--- src/rtl/drum_dot_accum.sv ---
// Saturating dot-product accumulator behind a DRUMs multiplier.
// It sums len signed products, then holds the result until the consumer takes it.
module drum_dot_accum #(
  parameter int N     = 16,
  parameter int ACC_W = 40,
  parameter int LEN_W = 8
) (
  input  logic             clk,
  input  logic             rst_n,
  input  logic             start,
  input  logic [LEN_W-1:0] len,
  input  logic             in_valid,
  output logic             in_ready,
  input  logic [2*N-1:0]   in_prod,
  output logic             out_valid,
  input  logic             out_ready,
  output logic [ACC_W-1:0] out_acc,
  output logic             out_sat,
  output logic             busy
);

  typedef enum logic [1:0] {IDLE, ACCUM, DONE} state_t;

  localparam logic [ACC_W-1:0] MAX_POS = {1'b0, {(ACC_W-1){1'b1}}};
  localparam logic [ACC_W-1:0] MAX_NEG = {1'b1, {(ACC_W-1){1'b0}}};

  state_t             state;
  logic [ACC_W-1:0]   acc;
  logic [LEN_W-1:0]   remaining;
  logic               sat;
  logic signed [ACC_W:0] sum_wide;
  logic [ACC_W-1:0]   sum_sat;
  logic               sum_ovf;
  logic               start_ok;

  // One guard bit above the accumulator exposes signed overflow of the add.
  always_comb begin
    sum_wide = (ACC_W+1)'($signed(acc)) + (ACC_W+1)'($signed(in_prod));
    sum_ovf  = sum_wide[ACC_W] ^ sum_wide[ACC_W-1];
    if (!sum_ovf)
      sum_sat = sum_wide[ACC_W-1:0];
    else if (sum_wide[ACC_W])
      sum_sat = MAX_NEG;
    else
      sum_sat = MAX_POS;
  end

  assign start_ok = start && ((state == IDLE) || ((state == DONE) && out_ready));

  always_ff @(posedge clk) begin
    if (!rst_n) begin
      state     <= IDLE;
      acc       <= '0;
      remaining <= '0;
      sat       <= 1'b0;
    end else if (start_ok) begin
      acc       <= '0;
      sat       <= 1'b0;
      remaining <= len;
      state     <= (len == '0) ? DONE : ACCUM;
    end else begin
      case (state)
        ACCUM: begin
          if (in_valid) begin
            acc       <= sum_sat;
            remaining <= remaining - LEN_W'(1);
            if (sum_ovf)
              sat <= 1'b1;
            if (remaining == LEN_W'(1))
              state <= DONE;
          end
        end
        DONE: begin
          if (out_ready)
            state <= IDLE;
        end
        default: ;
      endcase
    end
  end

  assign in_ready  = (state == ACCUM);
  assign out_valid = (state == DONE);
  assign busy      = (state != IDLE);
  assign out_acc   = acc;
  assign out_sat   = sat;

endmodule

--- config.mk ---
export PLATFORM = sky130hd
export DESIGN_NAME = drum_dot_accum
export DESIGN_NICKNAME = d
export VERILOG_FILES = /design/src/rtl/drum_dot_accum.sv
export SDC_FILE = /design/constraint.sdc
export NUM_CORES = 1
export LEC_CHECK = 0
export ABC_AREA = 1
export CORE_MARGIN = 1
export CORE_UTILIZATION = 55
export CTS_CLUSTER_SIZE = 8
export DETAILED_ROUTE_END_ITERATION = 6
export MAX_ROUTING_LAYER = met4
export PLACE_DENSITY = 0.83
export SLEW_MARGIN = 25
export SYNTH_ARGS = -nofsm -noshare
export SYNTH_HDL_FRONTEND = slang
export SYNTH_SLANG_ARGS = --single-unit
--- constraint.sdc ---
create_clock -name clk -period 3.93 [get_ports clk]
set_input_delay 0.393 -clock clk [delete_from_list [all_inputs] [get_ports clk]]
set_output_delay 0.393 -clock clk [all_outputs]
set_load 0.01 [all_outputs]
# Word level (Yosys, flattened, before mapping)

Cells that the tools add are included.
Widths: inputs -> output; s select.

Register bits after elaboration: 51
Latch bits: 0
RAM bits: 0
Memory bits (read-only): 0
Output and inout port bits: 44
Memories: 0

$add $sub $neg: 2
Multipliers: 0
Divide/modulo/power cells: 0
Magnitude comparators: 0
Eq/ne operators: 6
Shift operators: 0
Mux-type cells: 11
Bitwise gates (word level): 2
Reductions and logical operators: 14

Operators with widths:

| cell                | number |
|---|---|
| $mux 40             | 2 |
| $add 40x32->41      | 1 |
| $mux 8              | 3 |
| $mux 2              | 5 |
| $eq 8x1->1 const B  | 1 |
| $logic_not 8->1     | 1 |
| $sub 8x1->8 const B | 1 |
| $ne 3x1->1 const B  | 2 |
| $reduce_bool 2->1   | 3 |
| $pmux 2 s2          | 1 |
| $reduce_and 2->1    | 2 |
| $reduce_and 4->1    | 1 |
| $ne 3x2->1 const B  | 1 |
| $reduce_and 3->1    | 1 |
| $reduce_bool 3->1   | 1 |
| $eq 2x1->1 const B  | 1 |
| $eq 2x2->1 const B  | 1 |
| $logic_and 1x1->1   | 2 |
| $logic_not 2->1     | 1 |
| $reduce_or 2->1     | 1 |
| $logic_or 1x1->1    | 1 |
| $not 1->1           | 1 |
| $xor 1x1->1         | 1 |

# Depth between registers and ports, before layout

Depth in word-level cells: 6
Gate-level depth with buffers: 18
Mapped depth without buffers: 17

# Worst setup path before layout

No wires, ideal clock.

Path type: reg2reg
Start: reg acc[0] (netlist: out_acc[0])
End: reg acc[19] (netlist: out_acc[19])
Library setup time: 122 ps
Arrival: 2156 ps
Required time: 3808 ps
Path slack: 1652 ps
Stages on the path, launching flop included: 18
Path buffers: 2
Period minus slack after synthesis: 2278 ps
Path through: dfxtp_1 -> ha_1 -> inv_1 -> fa_1 -> inv_1 -> nand2_1 -> nand3_1 -> nand3_1 -> nand2_1 -> nand3_1 -> nand3_2 -> nand2_1 -> nand2_1 -> nand2_2 -> buf_6 -> buf_12 -> nand2_2 -> a21oi_2

Word-level cells in the longest chain between the ends: 3
Elaborated cells between the ends (all ways): 4

Ends and longest elaborated chain:

| element                                       | RTL line | source |
|---|---|---|
| start: declaration                            | 28       | `logic [ACC_W-1:0] acc;` |
| start signal: assignment                      | 65       | `acc <= sum_sat;` |
| $add 40x32->41 (*)                            | 38       | `sum_wide = (ACC_W+1)'($signed(acc)) + (ACC_W+1)'($signed(in_prod));` |
| $mux 40 / $xor 1x1->1 (equally long branches) | 42, 39   |  |
| $mux 40 (*)                                   | 40       | `if (!sum_ovf)` |

Every way passes the cells marked *; elsewhere a longest branch is shown, timed or not.
A chain may end at the register's enable or synchronous reset.

# Worst setup path after layout

Start: in in_prod[31]
End: reg acc[5] (netlist: out_acc[5])

Word-level cells in the longest chain between the ends: 3
Elaborated cells between the ends (all ways): 4

Ends and longest elaborated chain:

| element                                       | RTL line | source |
|---|---|---|
| start: declaration                            | 14       | `input logic [2*N-1:0] in_prod,` |
| $add 40x32->41 (*)                            | 38       |  |
| $mux 40 / $xor 1x1->1 (equally long branches) | 42, 39   |  |
| $mux 40 (*)                                   | 40       |  |

Marked as above.

==> impl_metrics.ini <==
[run_status]
status = finished clean

[power]
p_int_mw = 1.39
clkPwrFrac_pct = 18.0
power_density_nw_per_um2 = 408
leakage_nw = 2.94
p_sw_mw = 1.14
seqPwrFrac_pct = 26.2
pwr-share-comb_pct = 55.8
power_mw = 2.53
ir_worst_vdd_mv = 0.358
switching_share_pct = 45.1

[sta]
timing.final.crit_share_pct = 80.9
hold_slack_ns = 0.514
timing.fmax_mhz = 315
tns_ns = 0
fin_worst_skew_ns = 0.0110
hold_violations = 0
relSlewSlack_pct = 44.8
worst_pin_slew_ns = 0.827
setup_viol = 0
period_minus_slack_ns = 3.18
fin_ws_ns = 0.752
rsz0062_at_grt = false
drv_slew = 0

[final_layout]
fillers = 802
final_common_cell = nand2_1
nets = 985
final_area_sq_um = 6210
area_growth_pct = 21.1
fin_util_pct = 69.9
final_cell_mix = nand2_1 (219), inv_1 (92), clkdlybuf4s50_1 (88)
instances_no_fill = 1003
drive_gt1_share_pct = 9.83
diodes = 0

[setup_path]
start_kind = input port
path_cells = clkdlybuf4s50_1, ha_1, nand2_1, nor2_1, nor2_1, nand2_1, a21oi_2, nand3_2, nand2_1, nand2_1, nand2_2, buf_12, nand2_1, a21oi_2
cp_data_required_time_ns = 4.17
critPathTopFamily = simple AND/OR/NAND/NOR gates
crit_path_top_delay_cell = clkdlybuf4s50_1
cp_data_arrival_time_ns = 3.42
path_common_cell = nand2_1
crit_path_max_incr_delay_ns = 0.60
crit_buf_inv = 2
cp_max_fo = 22
critPathCaptureType = register
critPathKind = input port to register

[detailed_routing]
vias = 5533
drc = 0
met2_length_mm = 6.93
wl_per_cell_um = 15.2
finalWirelength_mm = 15.2
via_per_inst = 5.52
met1Wirelength_mm = 7.18
routed.top_layer = met4
drt_iter0_drc = 264
dr.pass1.iters = 5
antenna_violating_nets_post_route = 0
wl_met3_um = 735

[floorplan]
fp.dieW_um = 98.6
rows = 34
pin_count = 89
dieArea_sq_um = 9720
initial_core_util_pct = 57.7
core-area_sq_um = 8890
die_h_um = 98.6

[yosys]
ys_types = 40
mappedNetlistNets = 902
syn_area_per_cell_sq_um = 6.33
ys_seq_elements = 51
yosysWarnings = 0
synth_cells = 811
seq_area_frac_synth_pct = 19.9
mappedNetlistArea_sq_um = 5130

[place]
dp.cells = 995
place_ws_ns = 0.446
placed_cell_area_sq_um = 6080
io_buffers = 88
gp_congestion = 1.07
dpl.hpwl_mm = 12.1

[grt]
antenna_found_initial = 0
grt_max_degree = 44
grt_pass1_wl_mm = 25.6
overflow = 0
track_usage_pct = 33.3
first_global_vias = 5459

[clock_network]
clockBufferDepth = 2
root_buffer = clkbuf_8
cts_tree = done
cts_setup_buffers = 0
cts_buffers = 5
cts.sinks = 51
ctsResizeCount = 0
clock_latency_ns = 0.31
path_clk_slew_ns = 0.11
h-tree-depth = 2
ctsHoldBuffers = 0

[hold_path]
min_path_type = register to register

[job]
maxCapViolCount = 0
==> worst min-delay path, stage by stage, from the launching register on <==
cell and delay [ns]:
dfxtp_1 0.36, a21oi_1 0.05, nor2_1 0.07
==> power groups by stage <==
stage	Combinational, mW	Sequential, mW	Clock, mW
detailed placement	1.39	0.674	0
global route	1.56	0.674	0.482
CTS	1.40	0.663	0.463
floorplan	0.968	0.683	0
finish	1.41	0.664	0.456
global placement	1.35	0.670	0
==> state kept, by name, summed over array words and instances (netlist names) <==
register	cells
out_acc	40
out_sat	1
remaining	8
state	2
==> cell usage after synthesis <==
master / instances / area (sq um)
a22o_1: 1 / 8.76
inv_4: 1 / 6.26
nor2_2: 8 / 50.1
a21oi_2: 32 / 280
o21ai_1: 5 / 25.0
buf_2: 1 / 5.00
nand2_4: 1 / 11.3
nand3_2: 2 / 20.0
a22oi_1: 1 / 7.51
inv_1: 92 / 345
nand2_1: 219 / 822
buf_4: 1 / 7.51
nor4_1: 5 / 31.3
nor2_1: 69 / 259
nand2_2: 24 / 150
clkinv_1: 1 / 3.75
a31oi_1: 10 / 62.6
nand4_1: 6 / 37.5
nand3b_1: 2 / 15.0
a21oi_1: 57 / 285
inv_2: 3 / 11.3
a211oi_1: 1 / 7.51
a21o_1: 2 / 15.0
o21a_1: 4 / 30.0
fa_1: 1 / 20.0
buf_12: 1 / 20.0
xor2_1: 22 / 193
xnor2_1: 11 / 96.3
buf_6: 4 / 45.0
nor3_1: 9 / 45.0
dfxtp_1: 51 / 1020
o221ai_1: 1 / 8.76
nor2_4: 3 / 33.8
clkbuf_1: 8 / 30.0
ha_1: 45 / 563
o21bai_1: 7 / 52.6
o21ai_0: 61 / 305
o211ai_1: 1 / 7.51
or2_2: 2 / 12.5
nand3_1: 36 / 180
==> area by class of cell <==
type / instances / area [sq um] / share of cell area (%)
clock inverters: 3 / 67.6 / 1.09
multi-input cells: 648 / 3640 / 58.6
inverters: 97 / 367 / 5.90
well taps: 108 / 135 / 2.17
flip-flops and latches: 51 / 1020 / 16.4
clock buffers: 5 / 68.8 / 1.11
repair buffers: 91 / 916 / 14.7
==> kinds of logic (layout without fill, tap and decap cells) <==
| group | count (synthesis) | in the layout | synth area share, % |
|---|---|---|---|
| simple gates | 386 | 386 | 32.5 |
| compound gates | 183 | 183 | 21.4 |
| buf+inv | 112 | 196 | 9.24 |
| flops | 51 | 51 | 19.9 |
| fa+ha+maj | 46 | 46 | 11.4 |
| xor+xnor | 33 | 33 | 5.63 |
==> final timing paths <==
check | startpoint | end | slack [ns] | cells past startpoint
max | in_prod[31] | out_acc[5]$_SDFFE_PP0P_ | 0.75 | 14
min | out_sat$_SDFFE_PP0P_ | out_sat$_SDFFE_PP0P_ | 0.51 | 2
max reg2reg | out_acc[0]$_SDFFE_PP0P_ | out_acc[38]$_SDFFE_PP0P_ | 0.96 | 16
min reg2reg | out_sat$_SDFFE_PP0P_ | out_sat$_SDFFE_PP0P_ | 0.51 | 2
==> routing by layer <==
metal	GRT usage [%]	up-vias
met5	-	-
met4	10.8	0
met2	54.2	177
met3	2.98	29
li1	-	2833
met1	43.8	2494
(Power assumes the default switching activity.)
